[src/rtl/gpr_scoreboard_if.sv]
// Issue/writeback bus between decode, writeback and the GPR scoreboard.
// The master side is the pipeline and the slave side is the scoreboard.
interface gpr_scoreboard_if;
  logic       flush;
  logic       issue_valid;
  logic [4:0] issue_rs;
  logic [4:0] issue_rt;
  logic       rs_used;
  logic       rt_used;
  logic       issue_we;
  logic [4:0] issue_rd;
  logic       issue_ready;
  logic       stall;
  logic       wb_valid;
  logic [4:0] wb_rd;
  logic [5:0] busy_regs;
  logic       underflow_err;

  modport master (
    output flush, issue_valid, issue_rs, issue_rt, rs_used, rt_used,
           issue_we, issue_rd, wb_valid, wb_rd,
    input  issue_ready, stall, busy_regs, underflow_err
  );

  modport slave (
    input  flush, issue_valid, issue_rs, issue_rt, rs_used, rt_used,
           issue_we, issue_rd, wb_valid, wb_rd,
    output issue_ready, stall, busy_regs, underflow_err
  );
endinterface

[src/rtl/gpr_scoreboard.sv]
// Per-register in-flight write counters that stall issue on RAW hazards and
// on counter saturation. Register 0 is never tracked.
module gpr_scoreboard #(
  parameter int NREG  = 32,
  parameter int CNT_W = 2
) (
  input  logic             clk,
  input  logic             rst,
  gpr_scoreboard_if.slave  sb
);

  localparam logic [CNT_W-1:0] CNT_MAX = '1;

  logic [CNT_W-1:0] cnt     [NREG];
  logic [CNT_W-1:0] cnt_nxt [NREG];
  logic [5:0]       busy_q;
  logic [5:0]       busy_nxt;
  logic             uerr_q;

  logic rs_hazard;
  logic rt_hazard;
  logic rd_full;
  logic ready;
  logic accept;
  logic retire;
  logic uf_set;

  // Hazard checks see only registered counts, so a writeback in this cycle
  // never releases a reader in the same cycle.
  assign rs_hazard = sb.rs_used && (sb.issue_rs != 5'd0) && (cnt[sb.issue_rs] != '0);
  assign rt_hazard = sb.rt_used && (sb.issue_rt != 5'd0) && (cnt[sb.issue_rt] != '0);
  assign rd_full   = sb.issue_we && (sb.issue_rd != 5'd0) && (cnt[sb.issue_rd] == CNT_MAX);
  assign ready     = !(rs_hazard || rt_hazard || rd_full);

  assign accept = sb.issue_valid && ready && sb.issue_we && (sb.issue_rd != 5'd0);
  assign retire = sb.wb_valid && (sb.wb_rd != 5'd0) && (cnt[sb.wb_rd] != '0);
  assign uf_set = !sb.flush && sb.wb_valid && (sb.wb_rd != 5'd0) && (cnt[sb.wb_rd] == '0);

  always_comb begin
    // NOTE: every combinational output gets a default first so no path leaves it unassigned (no latch).
    cnt_nxt = cnt;
    if (sb.flush) begin
      for (int i = 0; i < NREG; i++) cnt_nxt[i] = '0;
    end else begin
      // Applied in sequence so issue and retire to the same register cancel.
      if (accept) cnt_nxt[sb.issue_rd] = cnt_nxt[sb.issue_rd] + 1'b1;
      if (retire) cnt_nxt[sb.wb_rd]    = cnt_nxt[sb.wb_rd] - 1'b1;
    end
    cnt_nxt[0] = '0;
  end

  always_comb begin
    busy_nxt = '0;
    for (int i = 1; i < NREG; i++) busy_nxt = busy_nxt + 6'(cnt_nxt[i] != '0);
  end

  // NOTE: the counters are a small flop array, not a RAM, so resetting every entry is legal and cheap.
  always_ff @(posedge clk or negedge rst) begin
    if (!rst) begin
      for (int i = 0; i < NREG; i++) cnt[i] <= '0;
      busy_q <= '0;
      uerr_q <= 1'b0;
    end else begin
      // NOTE: sequential state uses non-blocking assignment so all registers update from pre-edge values.
      cnt    <= cnt_nxt;
      busy_q <= busy_nxt;
      if (uf_set) uerr_q <= 1'b1;
    end
  end

  assign sb.issue_ready   = ready;
  assign sb.stall         = sb.issue_valid && !ready;
  assign sb.busy_regs     = busy_q;
  assign sb.underflow_err = uerr_q;

endmodule

[src/flat_wrapper.sv]
// flat-port wrapper written by rule: the top's interface ports become plain ports
module gpr_scoreboard_flat 
#(
  parameter int NREG  = 32,
  parameter int CNT_W = 2
)
  (clk, rst, sb_flush, sb_issue_valid, sb_issue_rs, sb_issue_rt, sb_rs_used, sb_rt_used, sb_issue_we, sb_issue_rd, sb_wb_valid, sb_wb_rd, sb_issue_ready, sb_stall, sb_busy_regs, sb_underflow_err);
  gpr_scoreboard_if sb_i ();
  input  logic clk;
  input  logic rst;
  input wire logic [$bits(sb_i.flush)-1:0] sb_flush;
  input wire logic [$bits(sb_i.issue_valid)-1:0] sb_issue_valid;
  input wire logic [$bits(sb_i.issue_rs)-1:0] sb_issue_rs;
  input wire logic [$bits(sb_i.issue_rt)-1:0] sb_issue_rt;
  input wire logic [$bits(sb_i.rs_used)-1:0] sb_rs_used;
  input wire logic [$bits(sb_i.rt_used)-1:0] sb_rt_used;
  input wire logic [$bits(sb_i.issue_we)-1:0] sb_issue_we;
  input wire logic [$bits(sb_i.issue_rd)-1:0] sb_issue_rd;
  input wire logic [$bits(sb_i.wb_valid)-1:0] sb_wb_valid;
  input wire logic [$bits(sb_i.wb_rd)-1:0] sb_wb_rd;
  output wire logic [$bits(sb_i.issue_ready)-1:0] sb_issue_ready;
  output wire logic [$bits(sb_i.stall)-1:0] sb_stall;
  output wire logic [$bits(sb_i.busy_regs)-1:0] sb_busy_regs;
  output wire logic [$bits(sb_i.underflow_err)-1:0] sb_underflow_err;
  assign sb_i.flush = sb_flush;
  assign sb_i.issue_valid = sb_issue_valid;
  assign sb_i.issue_rs = sb_issue_rs;
  assign sb_i.issue_rt = sb_issue_rt;
  assign sb_i.rs_used = sb_rs_used;
  assign sb_i.rt_used = sb_rt_used;
  assign sb_i.issue_we = sb_issue_we;
  assign sb_i.issue_rd = sb_issue_rd;
  assign sb_i.wb_valid = sb_wb_valid;
  assign sb_i.wb_rd = sb_wb_rd;
  assign sb_issue_ready = sb_i.issue_ready;
  assign sb_stall = sb_i.stall;
  assign sb_busy_regs = sb_i.busy_regs;
  assign sb_underflow_err = sb_i.underflow_err;
  gpr_scoreboard #(.NREG(NREG), .CNT_W(CNT_W)) u_core (.clk(clk), .rst(rst), .sb(sb_i));
endmodule
[config.mk]
export PLATFORM = sky130hd
export DESIGN_NAME = gpr_scoreboard_flat
export DESIGN_NICKNAME = d
export VERILOG_FILES = /design/src/rtl/gpr_scoreboard_if.sv /design/src/rtl/gpr_scoreboard.sv /design/src/flat_wrapper.sv
export SDC_FILE = /design/constraint.sdc
export NUM_CORES = 1
export LEC_CHECK = 0
export ABC_AREA = 0
export ABC_CLOCK_PERIOD_IN_PS = 8700
export BUFFER_PORTS_ARGS = -buffer_cell sky130_fd_sc_hd__clkbuf_2
export CAP_MARGIN = 20
export CORE_MARGIN = 3
export CORE_UTILIZATION = 40
export CTS_CLUSTER_SIZE = 30
export DETAILED_ROUTE_END_ITERATION = 7
export GPL_TIMING_DRIVEN = 0
export PLACE_DENSITY = 0.54
export SLEW_MARGIN = 0
export SYNTH_ARGS = -nofsm -noshare
export SYNTH_HDL_FRONTEND = slang
export SYNTH_SLANG_ARGS = --single-unit
[constraint.sdc]
create_clock -name clk -period 8.7 [get_ports clk]
set_input_delay 1.74 -clock clk [delete_from_list [all_inputs] [get_ports clk]]
set_output_delay 1.74 -clock clk [all_outputs]
set_load 0.05 [all_outputs]
==> impl_metrics.env <==
export IMPL_finalSetupViolCount=6
export IMPL_rsz0062_at_grt="yes"
export IMPL_ys_async_sr_fraction_pct=100
export IMPL_die_w_um=149
export IMPL_cp_end_kind="flop"
export IMPL_grt_max_degree=37
export IMPL_drt_iter0_drc=1364
export IMPL_route_detailed_drc=0
export IMPL_grt_pass1_vias=9033
export IMPL_vias=9390
export IMPL_maxCapViolCount=0
export IMPL_hold_violations=0
export IMPL_power_leakage_nw=3.88
export IMPL_use_met1_pct=53.8
export IMPL_root_buffer="clkbuf_16"
export IMPL_syn2layout_area_growth_pct=29.2
export IMPL_final_setup_tns_ns=-7.28
export IMPL_clkSlewWorstSetupHoldPaths_ns=0.06
export IMPL_dp_slack_ns=-3.44
export IMPL_power_mw=1.08
export IMPL_crit_arrival_ns=10.40
export IMPL_avgSynthCellArea_um2=8.41
export IMPL_dieHeight_um=149
export IMPL_max_slew_margin_pct=17.9
export IMPL_fin_cells=1334
export IMPL_start_util_pct=41.2
export IMPL_yosysUniqueCellTypes=86
export IMPL_finalInstanceArea_um2=10500
export IMPL_ys_seq_area_share_pct=21.2
export IMPL_power_density_nw_per_um2=103
export IMPL_peakVddDrop_v=0.0000721
export IMPL_overflow=0
export IMPL_syn_num_nets=1028
export IMPL_setup_ws_ns=-1.43
export IMPL_ys_ff_latch=69
export IMPL_cts_tree="done"
export IMPL_ys_top_cells_by_count="155 x nor2_1, 69 x dfrtp_1, 68 x mux2i_1"
export IMPL_status="complete, but fails checks"
export IMPL_critPathMaxStageDelay_ns=0.59
export IMPL_antenna_found_initial=0
export IMPL_fp_coreArea_um2=19700
export IMPL_clockBufferDepth=2
export IMPL_synth_top_cell_area_share_pct=21.2
export IMPL_grt_usage_pct=39.6
export IMPL_hold_buffers=0
export IMPL_skew_ns=0.00846
export IMPL_layout_drive_gt1_share_pct=31.0
export IMPL_pin_count=37
export IMPL_drtAntennaViolNets=0
export IMPL_insertedDiodeCount=0
export IMPL_syn_area_um2=8130
export IMPL_worst_slew_pin_slew_ns=1.23
export IMPL_violations="setup timing"
export IMPL_finalWeightedCongestion=1.05
export IMPL_syn_inst=967
export IMPL_fin_nets=1127
export IMPL_vias_per_cell=7.04
export IMPL_firstDrtPassIters=8
export IMPL_layout_min_cycle_time_ns=10.13
export IMPL_place_hpwl_um=33400
export IMPL_crit_buf_inv=12
export IMPL_cpMaxStageDelayCell="fa_2"
export IMPL_max_clock_freq_mhz=98.7
export IMPL_reg2reg_slack_ns=-0.65
export IMPL_dpl_instance_area_um2=8900
export IMPL_portBuffers=30
export IMPL_ys_flop_type="dfrtp_1"
export IMPL_slew_viol_final=0
export IMPL_ys_top_cells_by_area="dfrtp_1 21%, mux2i_1 8.4%, nor2_1 7.2%"
export IMPL_utilization_pct=53.3
export IMPL_nFillCells=1871
export IMPL_clk_insertion_delay_late_ns=0.35
export IMPL_wl_um=43900
export IMPL_met2_usage_pct=59.0
export IMPL_crit_fanout=6
export IMPL_crit_family="adder cells"
export IMPL_worst_ep_required_time_ns=8.97
export IMPL_row_count=51
export IMPL_cts_htree_levels=3
export IMPL_top_usage_layer="met2"
export IMPL_grt_pass1_wl_um=63200
export IMPL_clock_sinks=69
export IMPL_placedCellCount=1263
export IMPL_start_kind="input pin"
export IMPL_post_drt_wl_per_cell_um=32.9
export IMPL_crit_top_cell="fa_1"
export IMPL_cts_made_buffers=9
export IMPL_hold_path_class="flop to flop"
export IMPL_crit_type="input pin to flop"
export IMPL_yosysTopAreaCell="dfrtp_1"
export IMPL_synth_edff_count=0
export IMPL_ys_warn_count=0
export IMPL_hold_worst_slack_ns=0.469
export IMPL_die_area_um2=22100
export IMPL_synth_most_common_cell="nor2_1"
export IMPL_met3_usage_pct=8.20
export IMPL_period_share_pct=116
[sequential cells by signal, summed over array words and instances (netlist names)]
| register | count |
|---|---|
| u_core.cnt | 62 |
| u_core.sb.busy_regs | 6 |
| u_core.sb.underflow_err | 1 |
[routing by layer]
layer	vias to the layer above	part of all wire, %
met4	0	7.8
met3	204	13
met5	-	0
met1	4496	38
met2	862	42
li1	3828	-
[report_power, final]
group          switching (mW)  leakage (nW)  internal, mW  total [mW]
Clock                   0.144         0.148         0.243       0.386
Combinational           0.245          2.77         0.122       0.367
Sequential            0.00299         0.958         0.323       0.326
Total                   0.392          3.88         0.688        1.08
[final cells by class]
cell class,instances,area (µm²),area share (%)
buffer,75,573,5.45
clock buffer,13,270,2.57
clock inverter,1,30.0,0.286
inverter,33,138,1.31
multi-input combinational,787,6710,63.9
sequential,69,1730,16.4
tap,265,332,3.16
timing repair buffer,91,728,6.93
[cells by family after synthesis]
family | after synthesis | synth area share (%)
AND/OR/NAND/NOR | 411 | 26.4
AO/OA/AOI/OAI | 230 | 21.4
buffers and inverters | 111 | 5.83
multiplexers | 109 | 17.2
flip-flops | 69 | 21.2
adder cells (fa/ha/maj) | 33 | 7.20
XOR/XNOR | 4 | 0.662
[timing repair]
action                                  in CTS  in global routing
gates resized for setup                    111                 54
pin swaps                                   40                 40
endpoints found under the setup margin       6                  6
setup buffers                               40                 16
cloned                                       3                  0
endpoints found under the hold margin        0                  0
[worst paths after layout]
path	depth (start not counted)	start	to
worst min-delay path	1	u_core.sb.underflow_err	u_core.sb.underflow_err
max in group asynchronous	2	rst	u_core.sb.busy_regs[3]
min in group asynchronous	1	rst	u_core.cnt[19]
worst max-delay path	36	sb_issue_rd[0]	u_core.sb.busy_regs[4]
worst max register to register	29	u_core.cnt[53]	u_core.sb.busy_regs[4]
worst min register to register	1	u_core.sb.underflow_err	u_core.sb.underflow_err
[worst reg2reg max path, delay by kind of cell, from the launching register on]
kind / cells / cell delay, ns
simple gates: 4 / 1.72
buf+inv: 6 / 0.94
flops: 1 / 0.51
fa+ha+maj: 8 / 3.46
mux: 2 / 0.57
compound gates: 8 / 1.94
xor+xnor: 1 / 0.12
[placed cells by master, fill, tap and decap left out, types with 9 or more instances in the layout]
cell	instances
o21ai_0	27
mux2i_2	12
mux4_2	23
nand3_1	28
inv_1	24
or3_1	17
or3b_2	10
buf_12	9
clkbuf_1	32
o41ai_2	9
dfrtp_1	69
a21oi_1	32
mux2_2	12
mux2i_1	46
clkbuf_2	33
buf_4	54
clkbuf_16	14
nor4_1	9
nor2_1	153
nand2_1	63
nor3_1	32
o211ai_1	10
fa_1	18
mux2i_4	10
a211oi_1	35
o31ai_1	15
nor4_4	16
Note: power is estimated with default switching activity, not from simulation.
